$ cat src/rtl/cordic_pkg.sv
`timescale 1ns/1ps
`default_nettype none
// =====================================================================
// cordic_pkg : FSM states, mode codes and angle constants for the CORDIC
// Rev 1.0
// =====================================================================
package cordic_pkg;

  typedef enum logic [1:0] {
    ST_IDLE = 2'd0,
    ST_PRE  = 2'd1,
    ST_ITER = 2'd2,
    ST_DONE = 2'd3
  } state_e;

  localparam logic MODE_ROT = 1'b0;
  localparam logic MODE_VEC = 1'b1;

  // Angle code = rad * 2^13
  localparam int PI_CODE = 25735;
  localparam int HALF_PI = PI_CODE / 2;
  localparam int TWO_PI  = 2 * PI_CODE;

endpackage
`default_nettype wire

$ cat src/rtl/cordic_atan_rom.sv
`timescale 1ns/1ps
`default_nettype none
// =====================================================================
// cordic_atan_rom : atan(2^-i) * 2^13 (rounded), zero beyond ITER-1
// Rev 1.0
// =====================================================================
module cordic_atan_rom #(
  parameter int WIDTH = 16,
  parameter int ITER  = 16,
  parameter int IDX_W = 4
) (
  input  logic [IDX_W-1:0] idx,
  output logic [WIDTH-1:0] atan
);

  logic [WIDTH-1:0] atan_raw;

  always_comb begin
    case (int'(idx))
      0:       atan_raw = WIDTH'(6434);
      1:       atan_raw = WIDTH'(3798);
      2:       atan_raw = WIDTH'(2007);
      3:       atan_raw = WIDTH'(1019);
      4:       atan_raw = WIDTH'(511);
      5:       atan_raw = WIDTH'(256);
      6:       atan_raw = WIDTH'(128);
      7:       atan_raw = WIDTH'(64);
      8:       atan_raw = WIDTH'(32);
      9:       atan_raw = WIDTH'(16);
      10:      atan_raw = WIDTH'(8);
      11:      atan_raw = WIDTH'(4);
      12:      atan_raw = WIDTH'(2);
      13:      atan_raw = WIDTH'(1);
      // i >= 14 rounds to zero at this angle scale
      default: atan_raw = '0;
    endcase
    atan = (int'(idx) < ITER) ? atan_raw : '0;
  end

endmodule
`default_nettype wire

$ cat src/rtl/cordic_iter_multimode.sv
`timescale 1ns/1ps
`default_nettype none
// =====================================================================
// cordic_iter_multimode : iterative rotation/vectoring CORDIC, one micro-rotation per cycle
// Rev 1.0
// =====================================================================
module cordic_iter_multimode
  import cordic_pkg::*;
#(
  parameter int WIDTH_WIRE  = 18,
  parameter int WIDTH       = 16,
  parameter int ITER        = 16,
  parameter int COUNT_WIDTH = 4,
  parameter int PI_CODE     = cordic_pkg::PI_CODE
) (
  input  logic                         clk,
  input  logic                         rst_n,
  input  logic                         in_valid,
  output logic                         in_ready,
  input  logic                         mode,
  input  logic signed [WIDTH_WIRE-1:0] x_in,
  input  logic signed [WIDTH_WIRE-1:0] y_in,
  input  logic        [WIDTH-1:0]      z_in,
  output logic                         out_valid,
  input  logic                         out_ready,
  output logic signed [WIDTH_WIRE+1:0] x_out,
  output logic signed [WIDTH_WIRE+1:0] y_out,
  output logic        [WIDTH-1:0]      z_out
);

  localparam int XW = WIDTH_WIRE + 2;
  localparam int ZW = WIDTH + 2;
  localparam logic signed [ZW-1:0] Z_PI       = ZW'(PI_CODE);
  localparam logic signed [ZW-1:0] Z_HALF_PI  = ZW'(PI_CODE / 2);
  localparam logic signed [ZW-1:0] Z_3HALF_PI = ZW'(3 * (PI_CODE / 2));
  localparam logic signed [ZW-1:0] Z_TWO_PI   = ZW'(2 * PI_CODE);
  localparam logic [COUNT_WIDTH-1:0] LAST     = COUNT_WIDTH'(ITER - 1);

  state_e state_q, state_d;

  logic                   live_q, live_d;
  logic                   mode_q, mode_d;
  logic signed [XW-1:0]   x_q, x_d, y_q, y_d;
  logic signed [ZW-1:0]   z_q, z_d;
  logic [COUNT_WIDTH-1:0] cnt_q, cnt_d;
  logic signed [XW-1:0]   x_out_q, x_out_d, y_out_q, y_out_d;
  logic [WIDTH-1:0]       z_out_q, z_out_d;

  logic                   accept;
  logic [WIDTH-1:0]       atan_val;
  logic signed [ZW-1:0]   atan_z;
  logic signed [XW-1:0]   x_sh, y_sh, x_rot, y_rot;
  logic signed [ZW-1:0]   z_rot;
  logic                   d_pos;

  cordic_atan_rom #(
    .WIDTH (WIDTH),
    .ITER  (ITER),
    .IDX_W (COUNT_WIDTH)
  ) u_atan_rom (
    .idx  (cnt_q),
    .atan (atan_val)
  );

  assign accept = in_valid & in_ready;

  always_ff @(posedge clk or negedge rst_n) begin
    if (!rst_n) state_q <= ST_IDLE;
    else        state_q <= state_d;
  end

  always_comb begin
    state_d = state_q;
    case (state_q)
      ST_IDLE: if (accept) state_d = ST_PRE;
      ST_PRE:  state_d = ST_ITER;
      ST_ITER: if (cnt_q == LAST) state_d = ST_DONE;
      ST_DONE: if (out_ready) state_d = ST_IDLE;
      default: state_d = ST_IDLE;
    endcase
  end

  // live_q keeps in_ready low until the first edge after reset release
  always_comb begin
    in_ready  = live_q && (state_q == ST_IDLE);
    out_valid = (state_q == ST_DONE);
  end

  always_comb begin
    x_sh   = x_q >>> cnt_q;
    y_sh   = y_q >>> cnt_q;
    atan_z = {2'b00, atan_val};
    d_pos  = (mode_q == MODE_VEC) ? y_q[XW-1] : ~z_q[ZW-1];
    if (d_pos) begin
      x_rot = x_q - y_sh;
      y_rot = y_q + x_sh;
      z_rot = z_q - atan_z;
    end else begin
      x_rot = x_q + y_sh;
      y_rot = y_q - x_sh;
      z_rot = z_q + atan_z;
    end
  end

  always_comb begin
    live_d  = 1'b1;
    mode_d  = mode_q;
    x_d     = x_q;
    y_d     = y_q;
    z_d     = z_q;
    cnt_d   = cnt_q;
    x_out_d = x_out_q;
    y_out_d = y_out_q;
    z_out_d = z_out_q;
    case (state_q)
      ST_IDLE: begin
        if (accept) begin
          mode_d = mode;
          x_d    = {{2{x_in[WIDTH_WIRE-1]}}, x_in};
          y_d    = {{2{y_in[WIDTH_WIRE-1]}}, y_in};
          z_d    = {2'b00, z_in};
          cnt_d  = '0;
        end
      end
      // Fold the operand into the right half-plane so the micro-rotations converge
      ST_PRE: begin
        if (mode_q == MODE_VEC) begin
          if (x_q[XW-1]) begin
            x_d = -x_q;
            y_d = -y_q;
            z_d = Z_PI;
          end else begin
            z_d = '0;
          end
        end else if ((z_q >= Z_HALF_PI) && (z_q < Z_3HALF_PI)) begin
          x_d = -x_q;
          y_d = -y_q;
          z_d = z_q - Z_PI;
        end else if (z_q >= Z_3HALF_PI) begin
          z_d = z_q - Z_TWO_PI;
        end
      end
      ST_ITER: begin
        x_d = x_rot;
        y_d = y_rot;
        z_d = z_rot;
        if (cnt_q == LAST) begin
          cnt_d   = '0;
          x_out_d = x_rot;
          y_out_d = y_rot;
          if (z_rot[ZW-1])            z_out_d = WIDTH'(z_rot + Z_TWO_PI);
          else if (z_rot >= Z_TWO_PI) z_out_d = WIDTH'(z_rot - Z_TWO_PI);
          else                        z_out_d = WIDTH'(z_rot);
        end else begin
          cnt_d = cnt_q + COUNT_WIDTH'(1);
        end
      end
      default: ;
    endcase
  end

  always_ff @(posedge clk or negedge rst_n) begin
    if (!rst_n) begin
      live_q  <= 1'b0;
      mode_q  <= MODE_ROT;
      x_q     <= '0;
      y_q     <= '0;
      z_q     <= '0;
      cnt_q   <= '0;
      x_out_q <= '0;
      y_out_q <= '0;
      z_out_q <= '0;
    end else begin
      live_q  <= live_d;
      mode_q  <= mode_d;
      x_q     <= x_d;
      y_q     <= y_d;
      z_q     <= z_d;
      cnt_q   <= cnt_d;
      x_out_q <= x_out_d;
      y_out_q <= y_out_d;
      z_out_q <= z_out_d;
    end
  end

  assign x_out = x_out_q;
  assign y_out = y_out_q;
  assign z_out = z_out_q;

endmodule
`default_nettype wire

$ cat config.mk
export PLATFORM = sky130hd
export DESIGN_NAME = cordic_iter_multimode
export DESIGN_NICKNAME = d
export VERILOG_FILES = /design/src/rtl/cordic_pkg.sv /design/src/rtl/cordic_atan_rom.sv /design/src/rtl/cordic_iter_multimode.sv
export SDC_FILE = /design/constraint.sdc
export NUM_CORES = 1
export LEC_CHECK = 0
export BUFFER_PORTS_ARGS = -buffer_cell sky130_fd_sc_hd__buf_2
export CORE_UTILIZATION = 45
export DETAILED_ROUTE_END_ITERATION = 8
export PLACE_DENSITY_LB_ADDON = 0.2
export SKIP_CTS_REPAIR_TIMING = 1
export SLEW_MARGIN = 5
export SYNTH_ARGS = -nofsm -noshare
export SYNTH_HDL_FRONTEND = slang
export SYNTH_SLANG_ARGS = --single-unit
export TNS_END_PERCENT = 50
$ cat constraint.sdc
create_clock -name clk -period 5.8 [get_ports clk]
set_input_delay 0.29 -clock clk [delete_from_list [all_inputs] [get_ports clk]]
set_output_delay 0.29 -clock clk [all_outputs]
set_load 0.1 [all_outputs]
==> results.py <==
metrics = {
    "timing": {
        "slew_headroom": 0.270,
        "finalHoldViolCount": 0,
        "skew_ps": 15.4,
        "fin_crit_ps": 5600,
        "finalCritPeriodShare": 0.966,
        "tightest_slew_ps": 1090,
        "finalSetupViolCount": 0,
        "timing.fmax_mhz": 179,
        "slew_violations": 0,
        "setup-tns-final_ps": 0,
    },
    "global_route": {
        "grt_pass1_wl_um": 74300,
        "antenna_found_initial": 0,
        "grtUsageTotal": 0.305,
        "grt-ovfl-total": 0,
        "grt_max_degree": 66,
        "met1_usage": 0.424,
        "grt_use_met2": 0.472,
        "grt_pass1_vias": 13300,
        "grt_busiest_layer": "met2",
        "met3_usage": 0.0469,
    },
    "setup_path": {
        "r2r_slack_ps": 200,
        "cp.required_ps": 6100,
        "cp_max_fo": 34,
        "cp-start-kind": "register",
        "worstSetupPathType": "register to register",
        "endpoint_kind": "register",
        "cp.arrival_ps": 5900,
    },
    "detailed_routing": {
        "wl_per_cell_um": 21.3,
        "drc": 0,
        "viasPerCell": 6.28,
        "drt-pass1-iter-count": 6,
        "drtIter0Drc": 1266,
        "drt-total-wl_um": 47500,
        "ant_nets": 0,
        "via_count": 14100,
    },
    "die": {
        "start_util": 0.463,
        "core_um2": 30000,
        "fp.dieH_um": 178,
        "dieArea_um2": 31600,
        "rows": 63,
        "io_pins": 115,
        "die_x_um": 178,
    },
    "clock_tree": {
        "cts_buffers": 17,
        "clockBufferDepth": 2,
        "clkLatencyLatePin_ps": 460,
        "tritoncts": "built",
        "cts_sinks": 122,
        "cts.htree.levels": 4,
        "clkSlewWorstSetupHoldPaths_ps": 60,
        "clockRootBuffer": "clkbuf_16",
    },
    "yosys": {
        "ys_seq_area_frac": 0.220,
        "syn_area_per_cell_um2": 7.96,
        "synth.net_count": 1885,
        "yosysTopAreaCellShare": 0.220,
        "synth_fa_ha_area_frac": 0.0745,
        "ys.flop_type": "dfrtp_1",
        "synthXorXnorAreaFrac": 0.0879,
        "synth.area.mux_share": 0.119,
        "ys_seq_elements": 122,
        "synth_warnings": 0,
        "synth_edf_count": 0,
        "yosys-top-cells-area": "dfrtp_1, mux4_2, ha_1, nand2_1, xnor2_1",
        "synth_largest_area_cell": "dfrtp_1",
        "synth_compound_area_frac": 0.241,
        "synth_area_um2": 13900,
        "synth_top_family_by_area": "compound AO/OA/AOI/OAI gates",
        "async_flop_share": 1.00,
        "syn_inst": 1747,
        "synth.distinct_cells": 88,
        "synthSimpleGateAreaFrac": 0.206,
    },
    "min_path": {
        "hp-class": "input port to register",
    },
    "flow_run": {
        "maxCapViolCount": 0,
    },
    "finish": {
        "antenna-diode-count": 0,
        "final_common_cell": "nand2_1",
        "drive_above_1_share": 0.186,
        "final_cell_mix": "nand2_1, nor2_1, dfrtp_1",
        "area_delta_synth_final_pct": 14.1,
        "fin_nets": 1971,
    },
    "placement": {
        "place.gp.congestion": 0.944,
        "numPortBuffers": 114,
        "dp.final_hpwl_um": 35000,
    },
    "run_status": {
        "status": "finished clean",
    },
}
-- critical path: stages, from the launching register on --
cell	delay, ps
dfrtp_4	560
buf_16	250
mux4_2	570
mux4_2	560
nor4_4	360
nand4_1	250
o41ai_2	440
xor2_1	180
ha_2	450
nand3_1	110
nor2_1	230
nand3_1	100
and3b_1	270
nor2_1	70
a21oi_1	210
a211o_1	170
xnor3_1	250
a221oi_1	270
a211oi_1	90
-- path summary, 6_finish.rpt --
kind | start | to | cells after the start
hold reg to reg | y_out[12] | y_out[12] | 2
hold / removal | mode | mode_q | 2
setup reg to reg | cnt_q[0] | y_q[19] | 18
setup / recovery | cnt_q[0] | y_q[19] | 18
min in group asynchronous | rst_n | y_out[16] | 2
max in group asynchronous | rst_n | cnt_q[0] | 3
-- through the flow --
step	setup slack (ps)	utilization	hold slack, ps	cell area (µm²)	cells
global route	-28.1	0.528	63.3	15900	2236
global placement	37.9	0.503	335	15100	2193
detailed placement	8.11	0.503	338	15100	2193
CTS	-36.6	0.522	-152	15700	2225
finish	198	0.528	73.8	15900	2236
floorplan	-39.9	-	-5.59	13900	1747
-- cell usage after synthesis, drive strengths merged, types with 37 or more instances --
library cell	instances
nor3	47
mux4	47
nor2	164
clkbuf	106
nand2	244
a211oi	37
xnor2	85
ha	78
dfrtp	122
xor2	52
o21ai	107
a21oi	97
inv	43
mux2i	41
o31ai	41
-- layout make-up --
class	count	area [µm²]
clock buffer	17	425
multi-input combinational	1443	10300
fill	2877	14200
tap	390	488
sequential	122	3060
inverter	43	161
clock inverter	15	149
timing repair buffer	206	1320
-- cells by family after synthesis --
| kind of cell | count (synthesis) |
|---|---|
| flops | 122 |
| mux | 104 |
| compound gates | 496 |
| buf+inv | 182 |
| other cells | 1 |
| xor+xnor | 138 |
| fa+ha+maj | 81 |
| simple gates | 623 |
-- metal layers --
layer | part of all wire | wire (µm) | vias up
met2 | 0.45 | 21200 | 598
met4 | 0.035 | 1670 | 0
met5 | 0 | 0 | -
li1 | - | - | 6576
met1 | 0.45 | 21200 | 6783
met3 | 0.074 | 3510 | 96
-- state kept, by name (all words and copies together) (netlist names) --
| register | cells |
|---|---|
| cnt_q | 4 |
| live_q | 1 |
| mode_q | 1 |
| state_q | 2 |
| x_out | 20 |
| x_q | 20 |
| y_out | 20 |
| y_q | 20 |
| z_out | 16 |
| z_q | 18 |
Power is not shown: default switching activity piles up to over one toggle a cycle in this logic, so the estimate is an artifact.
